--- src/rtl/dna_pkg.sv ---
// Shared constants, widths and state encoding for the DNA port emulator.
package dna_pkg;

  localparam int DNA_W = 57;
  localparam int CNT_W = $clog2(DNA_W + 1);

  localparam logic [DNA_W-1:0] DNA_DEFAULT = 57'h1dc_ba98_7654_3210;

  // Count value reached after a complete read-out, and the one before it
  localparam logic [CNT_W-1:0] CNT_FULL = CNT_W'(DNA_W);
  localparam logic [CNT_W-1:0] CNT_LAST = CNT_W'(DNA_W - 1);

  typedef enum logic [1:0] {
    ST_IDLE     = 2'd0,
    ST_LOADED   = 2'd1,
    ST_SHIFTING = 2'd2,
    ST_DONE     = 2'd3
  } dna_state_e;

endpackage

--- src/rtl/dna_emu_if.sv ---
// Control and status signals of the DNA emulator, grouped as one bus.
interface dna_emu_if import dna_pkg::*; ();

  logic [DNA_W-1:0] dna_val;
  logic             dna_val_ld;
  logic             dna_srd;
  logic             dna_sen;
  logic             dna_sdi;
  logic             dna_sdo;
  logic [CNT_W-1:0] dna_cnt;
  logic             dna_done;
  logic             dna_ovr;
  logic             dna_busy;

  modport master (
    output dna_val, dna_val_ld, dna_srd, dna_sen, dna_sdi,
    input  dna_sdo, dna_cnt, dna_done, dna_ovr, dna_busy
  );

  modport slave (
    input  dna_val, dna_val_ld, dna_srd, dna_sen, dna_sdi,
    output dna_sdo, dna_cnt, dna_done, dna_ovr, dna_busy
  );

endinterface

--- src/rtl/dna_emu_sreg.sv ---
// 57-bit shift register: parallel load, MSB-first shift, otherwise hold.
module dna_emu_sreg import dna_pkg::*; (
  input  logic             clk,
  input  logic             rst_n,
  input  logic             load,
  input  logic             shift,
  input  logic             sdi,
  input  logic [DNA_W-1:0] din,
  output logic             sdo
);

  logic [DNA_W-1:0] sreg_q;

  // Load takes priority over shift; serial input enters at bit 0
  always_ff @(posedge clk or negedge rst_n) begin
    if (!rst_n) begin
      sreg_q <= '0;
    end else if (load) begin
      sreg_q <= din;
    end else if (shift) begin
      sreg_q <= {sreg_q[DNA_W-2:0], sdi};
    end
  end

  assign sdo = sreg_q[DNA_W-1];

endmodule

--- src/rtl/dna_emu.sv ---
// DNA port emulator: value register, read/shift control, counter and flags.
module dna_emu import dna_pkg::*; #(
  parameter logic [DNA_W-1:0] DNA_INIT = DNA_DEFAULT
) (
  input logic      sys_clk,
  input logic      sys_nrst,
  dna_emu_if.slave bus
);

  logic [DNA_W-1:0] val_q;
  dna_state_e       state_q, state_d;
  logic [CNT_W-1:0] cnt_q, cnt_d;
  logic             done_q, done_d;
  logic             ovr_q, ovr_d;
  logic             do_read;
  logic             do_shift;

  // A read always wins over a shift requested in the same cycle
  assign do_read  = bus.dna_srd;
  assign do_shift = bus.dna_sen & ~bus.dna_srd;

  // Value register; a same-cycle read still sees the previous content
  always_ff @(posedge sys_clk or negedge sys_nrst) begin
    if (!sys_nrst) begin
      val_q <= DNA_INIT;
    end else if (bus.dna_val_ld) begin
      val_q <= bus.dna_val;
    end
  end

  dna_emu_sreg u_sreg (
    .clk   (sys_clk),
    .rst_n (sys_nrst),
    .load  (do_read),
    .shift (do_shift),
    .sdi   (bus.dna_sdi),
    .din   (val_q),
    .sdo   (bus.dna_sdo)
  );

  // State, counter and flag registers
  always_ff @(posedge sys_clk or negedge sys_nrst) begin
    if (!sys_nrst) begin
      state_q <= ST_IDLE;
      cnt_q   <= '0;
      done_q  <= 1'b0;
      ovr_q   <= 1'b0;
    end else begin
      state_q <= state_d;
      cnt_q   <= cnt_d;
      done_q  <= done_d;
      ovr_q   <= ovr_d;
    end
  end

  // Next state: shifts count only after a read, otherwise they flag overrun
  always_comb begin
    state_d = state_q;
    cnt_d   = cnt_q;
    done_d  = 1'b0;
    ovr_d   = ovr_q;
    if (do_read) begin
      state_d = ST_LOADED;
      cnt_d   = '0;
      ovr_d   = 1'b0;
    end else if (do_shift) begin
      case (state_q)
        ST_LOADED, ST_SHIFTING: begin
          cnt_d = cnt_q + CNT_W'(1);
          if (cnt_q == CNT_LAST) begin
            done_d  = 1'b1;
            state_d = ST_DONE;
          end else begin
            state_d = ST_SHIFTING;
          end
        end
        default: begin
          ovr_d = 1'b1;
        end
      endcase
    end
  end

  assign bus.dna_cnt  = cnt_q;
  assign bus.dna_done = done_q;
  assign bus.dna_ovr  = ovr_q;
  assign bus.dna_busy = (state_q == ST_LOADED) || (state_q == ST_SHIFTING);

  // A completed read-out can never report more shifts than the word holds
  always_ff @(posedge sys_clk) begin
    if (sys_nrst) begin
      assert (cnt_q <= CNT_FULL);
    end
  end

endmodule

--- src/flat_wrapper.sv ---
// flat-port wrapper written by rule: the top's interface ports become plain ports
module dna_emu_flat import dna_pkg::*;
#(
  parameter logic [DNA_W-1:0] DNA_INIT = DNA_DEFAULT
)
  (sys_clk, sys_nrst, bus_dna_val, bus_dna_val_ld, bus_dna_srd, bus_dna_sen, bus_dna_sdi, bus_dna_sdo, bus_dna_cnt, bus_dna_done, bus_dna_ovr, bus_dna_busy);
  dna_emu_if bus_i ();
  input logic sys_clk;
  input logic sys_nrst;
  input wire logic [$bits(bus_i.dna_val)-1:0] bus_dna_val;
  input wire logic [$bits(bus_i.dna_val_ld)-1:0] bus_dna_val_ld;
  input wire logic [$bits(bus_i.dna_srd)-1:0] bus_dna_srd;
  input wire logic [$bits(bus_i.dna_sen)-1:0] bus_dna_sen;
  input wire logic [$bits(bus_i.dna_sdi)-1:0] bus_dna_sdi;
  output wire logic [$bits(bus_i.dna_sdo)-1:0] bus_dna_sdo;
  output wire logic [$bits(bus_i.dna_cnt)-1:0] bus_dna_cnt;
  output wire logic [$bits(bus_i.dna_done)-1:0] bus_dna_done;
  output wire logic [$bits(bus_i.dna_ovr)-1:0] bus_dna_ovr;
  output wire logic [$bits(bus_i.dna_busy)-1:0] bus_dna_busy;
  assign bus_i.dna_val = bus_dna_val;
  assign bus_i.dna_val_ld = bus_dna_val_ld;
  assign bus_i.dna_srd = bus_dna_srd;
  assign bus_i.dna_sen = bus_dna_sen;
  assign bus_i.dna_sdi = bus_dna_sdi;
  assign bus_dna_sdo = bus_i.dna_sdo;
  assign bus_dna_cnt = bus_i.dna_cnt;
  assign bus_dna_done = bus_i.dna_done;
  assign bus_dna_ovr = bus_i.dna_ovr;
  assign bus_dna_busy = bus_i.dna_busy;
  dna_emu #(.DNA_INIT(DNA_INIT)) u_core (.sys_clk(sys_clk), .sys_nrst(sys_nrst), .bus(bus_i));
endmodule
--- config.mk ---
export PLATFORM = sky130hd
export DESIGN_NAME = dna_emu_flat
export DESIGN_NICKNAME = d
export VERILOG_FILES = /design/src/rtl/dna_pkg.sv /design/src/rtl/dna_emu_if.sv /design/src/rtl/dna_emu_sreg.sv /design/src/rtl/dna_emu.sv /design/src/flat_wrapper.sv
export SDC_FILE = /design/constraint.sdc
export NUM_CORES = 1
export LEC_CHECK = 0
export ABC_AREA = 1
export CAP_MARGIN = 15
export CORE_MARGIN = 2
export CORE_UTILIZATION = 58
export CTS_CLUSTER_SIZE = 20
export DETAILED_ROUTE_END_ITERATION = 8
export HOLD_SLACK_MARGIN = 0.12
export PLACE_DENSITY = 0.82
export SYNTH_ARGS = -nofsm -noshare
export SYNTH_HDL_FRONTEND = slang
export SYNTH_HIERARCHICAL = 1
export SYNTH_SLANG_ARGS = --single-unit
export TNS_END_PERCENT = 1
--- constraint.sdc ---
create_clock -name sys_clk -period 2 [get_ports sys_clk]
set_input_delay 0.4 -clock sys_clk [delete_from_list [all_inputs] [get_ports sys_clk]]
set_output_delay 0.4 -clock sys_clk [all_outputs]
set_load 0.01 [all_outputs]
[After elaboration in Yosys (flattened, before gate mapping)]
Index checks and enable logic that the tools add are counted.
Operators by class
  $add $sub $neg: 1
  equality and inequality tests: 4
  multiplexer cells: 16
  bitwise logic cells: 2
  reduce and logical (&&, ||, !) cells: 6
Operators with widths (count)
  57-bit two-way mux: 2
  6-bit two-way mux: 3
  1-bit two-way mux: 8
  6-bit by 1-bit adder with 6-bit output (second input constant): 1
  6-bit == test (second input constant): 1
  2-bit two-way mux: 3
  2-bit AND reduction: 2
  2-bit nonzero test: 2
  2-bit by 1-bit == test with 1-bit output (second input constant): 1
  2-bit == test (second input constant): 1
  2-bit inequality test (second input constant): 1
  2-bit OR reduction: 1
  1-bit AND: 1
  1-bit logical OR: 1
  1-bit inverter: 1
Word-level totals
  flip-flop bits (word level): 124
  input bits: 63
  word-level logic and storage cells: 35

[Depth between registers and ports, before layout]
  depth after elaboration: 5
  depth in mapped cells: 8

[By module]
The synthesis kept the hierarchy.
By module, submodules not included
  dna_emu: times used 1, cells each 187, area each 2797.7 µm²
  dna_emu_sreg: times used 1, cells each 311, area each 2546.2 µm²

[Worst setup path before layout]
No wires, ideal clock.
  path type: input to register
  from: input port bus_dna_sen
  to: register u_core.u_sreg.sreg_q[16]
  data arrival time: 1.164 ns
  data required time: 1.931 ns
  slack: 0.767 ns
  stages on the path: 6
  cell sequence: inv_1 -> nor2_1 -> buf_2 -> buf_2 -> nand3_1 -> nand3_1
On the way
  longest elaborated chain between the ends: 2
Ends and longest elaborated chain
  start: declaration: line flat_wrapper.sv:13  | input wire logic [$bits(bus_i.dna_sen)-1:0] bus_dna_sen;
  1-bit AND: line dna_emu.sv:20  | assign do_shift = bus.dna_sen & ~bus.dna_srd;
  named net u_core.do_shift: line dna_emu.sv:16  | logic do_shift;
  2-bit nonzero test (no source line)
  end signal: assignment: line dna_emu_sreg.sv:19  | sreg_q <= din;
  end signal: assignment: line dna_emu_sreg.sv:21  | sreg_q <= {sreg_q[DNA_W-2:0], sdi};
  end: declaration: line dna_emu_sreg.sv:12  | logic [DNA_W-1:0] sreg_q;
The timed path passes the listed nets, and every way through them passes these cells.
A chain may end at the register's enable or synchronous reset.

[Worst setup path after layout]
  from: register u_core.cnt_q[2], in the netlist u_core/bus.dna_cnt[2]
  to: output port bus_dna_cnt[2]
RTL lines
  start: declaration: line dna_emu.sv:12  | logic [CNT_W-1:0] cnt_q, cnt_d;
  start signal: assignment: line dna_emu.sv:50  | cnt_q <= cnt_d;
  end: declaration: line flat_wrapper.sv:16  | output wire logic [$bits(bus_i.dna_cnt)-1:0] bus_dna_cnt;
No word-level cell between the ends.

==> impl_summary.log <==
[metrics] clock-pin slew of the registers on the worst-case setup and hold paths: 60 ps
[metrics] static leakage: 3.106 nW
[metrics] Synth Instances: 498
[metrics] Post-Synthesis Net Count: 563
[metrics] Max-Cap Viols: 0
[metrics] Slew Limit Headroom: 72.42%
[metrics] Global Route Usage Sum: 25.34%
[metrics] layout filler cell count: 568
[metrics] most congested layer reported by global routing: met2
[metrics] core utilization of the finished layout: 75.32%
[metrics] hold endpoint: u_core/bus.dna_done
[metrics] met2 usage: 42.41%
[metrics] Avg Inst Size Synth: 10.73 µm²
[metrics] critical register-to-register path startpoint: u_core/bus.dna_cnt[0]
[metrics] initial antenna violation count: 0
[metrics] hold crit path type: input pin to flip-flop
[metrics] maximum number of pins on one net before global-route repair: 61
[metrics] CP delay by family, top: buffers and inverters
[metrics] clock buffers created by TritonCTS: 17
[metrics] register bit total from synthesis: 124
[metrics] number of clock sinks: 124
[metrics] Distinct cells, synth: 24
[metrics] Initial DRC Count: 300
[metrics] top-level port count: 73
[metrics] fraction of synthesized cell area taken by the top area cell type: 45.89%
[metrics] most area-hungry cell type in the Yosys netlist: dfrtp_1
[metrics] cell type of the slowest stage on the worst timing path: clkdlybuf4s50_1
[metrics] via count normalized by instance count: 5.769
[metrics] global-route met3 utilization: 6.267%
[metrics] clock tree from TritonCTS: done
[metrics] via count of the first global-routing pass: 4,141
[metrics] Row Count: 35
[metrics] setup_tns: 0 ps
[metrics] share of final-layout standard cells stronger than drive strength 1: 23.84%
[metrics] Total Die Area: 0.009997 mm²
[metrics] Antenna Cells: 0
[metrics] total DRC errors in the routed layout: 0
[metrics] Clock Tree Buf Depth: 2
[metrics] final number of setup-violating endpoints: 0
[metrics] Critical Path, Cell by Cell: clkdlybuf4s50_1
[metrics] die width: 99.99 µm
[metrics] number of pins exceeding their max-slew limit in the final report: 0
[metrics] number of input and output port buffers inserted: 72
[metrics] total via count in the routed design: 4,004
[metrics] Clk Tree Root Cell: clkbuf_8
[metrics] overall overflow remaining after global route: 0
[metrics] number of cells on the worst hold path: 2
[metrics] setup repair after global routing missed its margin: no
[metrics] Power per Cell Area: 1035 mW/mm²
[metrics] final cell count without fillers: 694
[metrics] detailed placer's ending HPWL: 6.839 mm
[metrics] worst skew pair latency: 510 ps
[metrics] P&R area growth vs syn: 28.38%
[metrics] share of synthesized area occupied by flip-flops and latches: 58.67%
[metrics] total standard cell area after synthesis: 0.005344 mm²
[metrics] final critical-path required period: 1913 ps
[metrics] placed insts: 661
[metrics] status: finished, final reports clean
[metrics] Worst Path Buf+Inv: 1
[metrics] worst r2r path cells: 6
[metrics] highest achievable clock rate: 522.9 MHz
[metrics] DRT antenna net count: 0
[metrics] Slew @ Worst Pin: 413.0 ps
[metrics] worst reg2reg setup slack: 770 ps
[metrics] Core Footprint: 0.009109 mm²
[metrics] warnings from Yosys: 6
[metrics] slowest cell delay on critical path: 560 ps
[metrics] Post-Route Skew: 7.351 ps
[metrics] initial core utilization: 58.67%
[metrics] kind of start point of the critical path: flip-flop
[metrics] top area cells in the synthesized netlist: dfrtp_1 (46%), dfstp_2 (13%), nand3_1 (11%), nand2_1 (9.1%), mux2_4 (8.4%)
[metrics] final wirelength: 11.72 mm
[metrics] critical path endpoint category: output port
[metrics] peak ir drop on the vdd network: 765.8 µV
[metrics] CP Data Required Time: 1600 ps
[metrics] mean routed wirelength per cell: 16.89 µm
[metrics] wire length of the first global-routing pass: 19.65 mm
[metrics] final count of hold timing violations: 0
[metrics] number of iterations in the first detailed-routing pass: 7
[metrics] capture instance of the worst register-to-register path: u_core/state_q[0]
[metrics] Period Utilization, post-route: 95.63%
[metrics] GR met1 Demand/Resource: 31.00%
[metrics] maximum net fanout on the critical path: 8
[metrics] RD Place Congestion: 0.8043
[metrics] floorplan die height: 99.99 µm
[metrics] arrival time worst endpoint: 1510 ps
[metrics] critical path type: flip-flop to output port
[metrics] # nets final: 635
[metrics] HP Start: bus_dna_srd
[metrics] deepest level of the CTS H-tree: 4
[layer usage]
metal  up-vias  part of all wire (%)
met5         -                     0
met4         0                   3.1
met3        37                   4.8
met2       147                    52
met1      2004                    40
li1       1816                     -
[Yosys cell counts, drive strengths merged]
cell type / n
dfrtp: 98
mux2: 57
nor3: 1
clkbuf: 6
nand4: 3
nand3: 122
dfstp: 26
nand2: 132
o21ai: 5
inv: 10
buf: 25
o21a: 1
nor2: 7
a21oi: 2
ha: 2
xor2: 1
[area by class of cell]
| type | count | area (µm²) | share of cell area (%) |
|---|---|---|---|
| Timing Repair Buffer | 84 | 887.1 | 12.93 |
| Tap cell | 111 | 138.9 | 2.024 |
| Multi-Input combinational cell | 333 | 2012 | 29.33 |
| Sequential cell | 124 | 3138 | 45.74 |
| Inverter | 10 | 37.54 | 0.5471 |
| Clock inverter | 13 | 215.2 | 3.137 |
| Clock buffer | 19 | 431.7 | 6.292 |
[where the power goes]
group	switching, W	internal, W
logic	0.000369	0.000410
clock network	0.00112	0.00219
registers	0.000179	0.00283
[cell families (layout without fill, tap and decap cells)]
| group | after synthesis | in the layout | synth area share (%) |
|---|---|---|---|
| AO/OA/AOI/OAI | 8 | 8 | 0.7961 |
| XOR/XNOR | 1 | 1 | 0.1639 |
| adder cells (fa/ha/maj) | 2 | 2 | 0.4682 |
| AND/OR/NAND/NOR | 265 | 265 | 21.82 |
| multiplexers | 57 | 57 | 14.12 |
| buffers and inverters | 41 | 126 | 3.957 |
| flip-flops | 124 | 124 | 58.67 |
[worst max path at each step]
stage	start	end	slack, ps	cells after the start
6_report	u_core/bus.dna_cnt[2]	bus_dna_cnt[2]	90	1
5_1_grt	u_core/bus.dna_cnt[2]	bus_dna_cnt[2]	30	1
4_1_cts	u_core/bus.dna_cnt[3]	bus_dna_cnt[3]	10	1
3_5_place_dp	bus_dna_sen	u_core/u_sreg/sreg_q[42]	220	7
3_3_place_gp	bus_dna_sen	u_core/u_sreg/sreg_q[52]	270	7
2_1_floorplan	bus_dna_sen	u_core/u_sreg/sreg_q[16]	770	6
[stage by stage]
stage	power, W	hold slack [ps]	area, µm²	setup WS, ps
after floorplan	0.003452	104.4	5344	766.7
after global placement	0.003757	335.5	6202	270.2
after detailed placement	0.003803	341.2	6202	217.8
after CTS	0.007153	240.5	6859	10.89
after global routing	0.007387	254.0	6860	26.36
final	0.007103	258.6	6860	87.47
[state kept, by name, indices dropped and copies added (netlist names)]
signal                flops
u_core/val_q             57
u_core/state_q            2
u_core/bus.dna_ovr        1
u_core/u_sreg/sreg_q     57
u_core/bus.dna_done       1
u_core/bus.dna_cnt        6
[timing repair]
action,in CTS,in global routing
gates resized for setup,2,1
buffers inserted,0,0
hold buffers,1,0
setup endpoints to repair,2,1
endpoints found under the hold margin,25,0
[cell usage in the layout (no fill, tap or decap), drive strengths merged]
cell type,instances
dlygate4sd2,1
buf,14
o21a,1
nand4,3
mux2,57
nand3,122
inv,11
dfstp,26
dfrtp,98
ha,2
nor3,1
clkbuf,19
a21oi,2
nor2,7
clkinvlp,4
bufinv,5
dlygate4sd3,1
clkinv,3
clkdlybuf4s50,68
nand2,132
xor2,1
o21ai,5
Note: power is estimated with default switching activity, not from simulation.
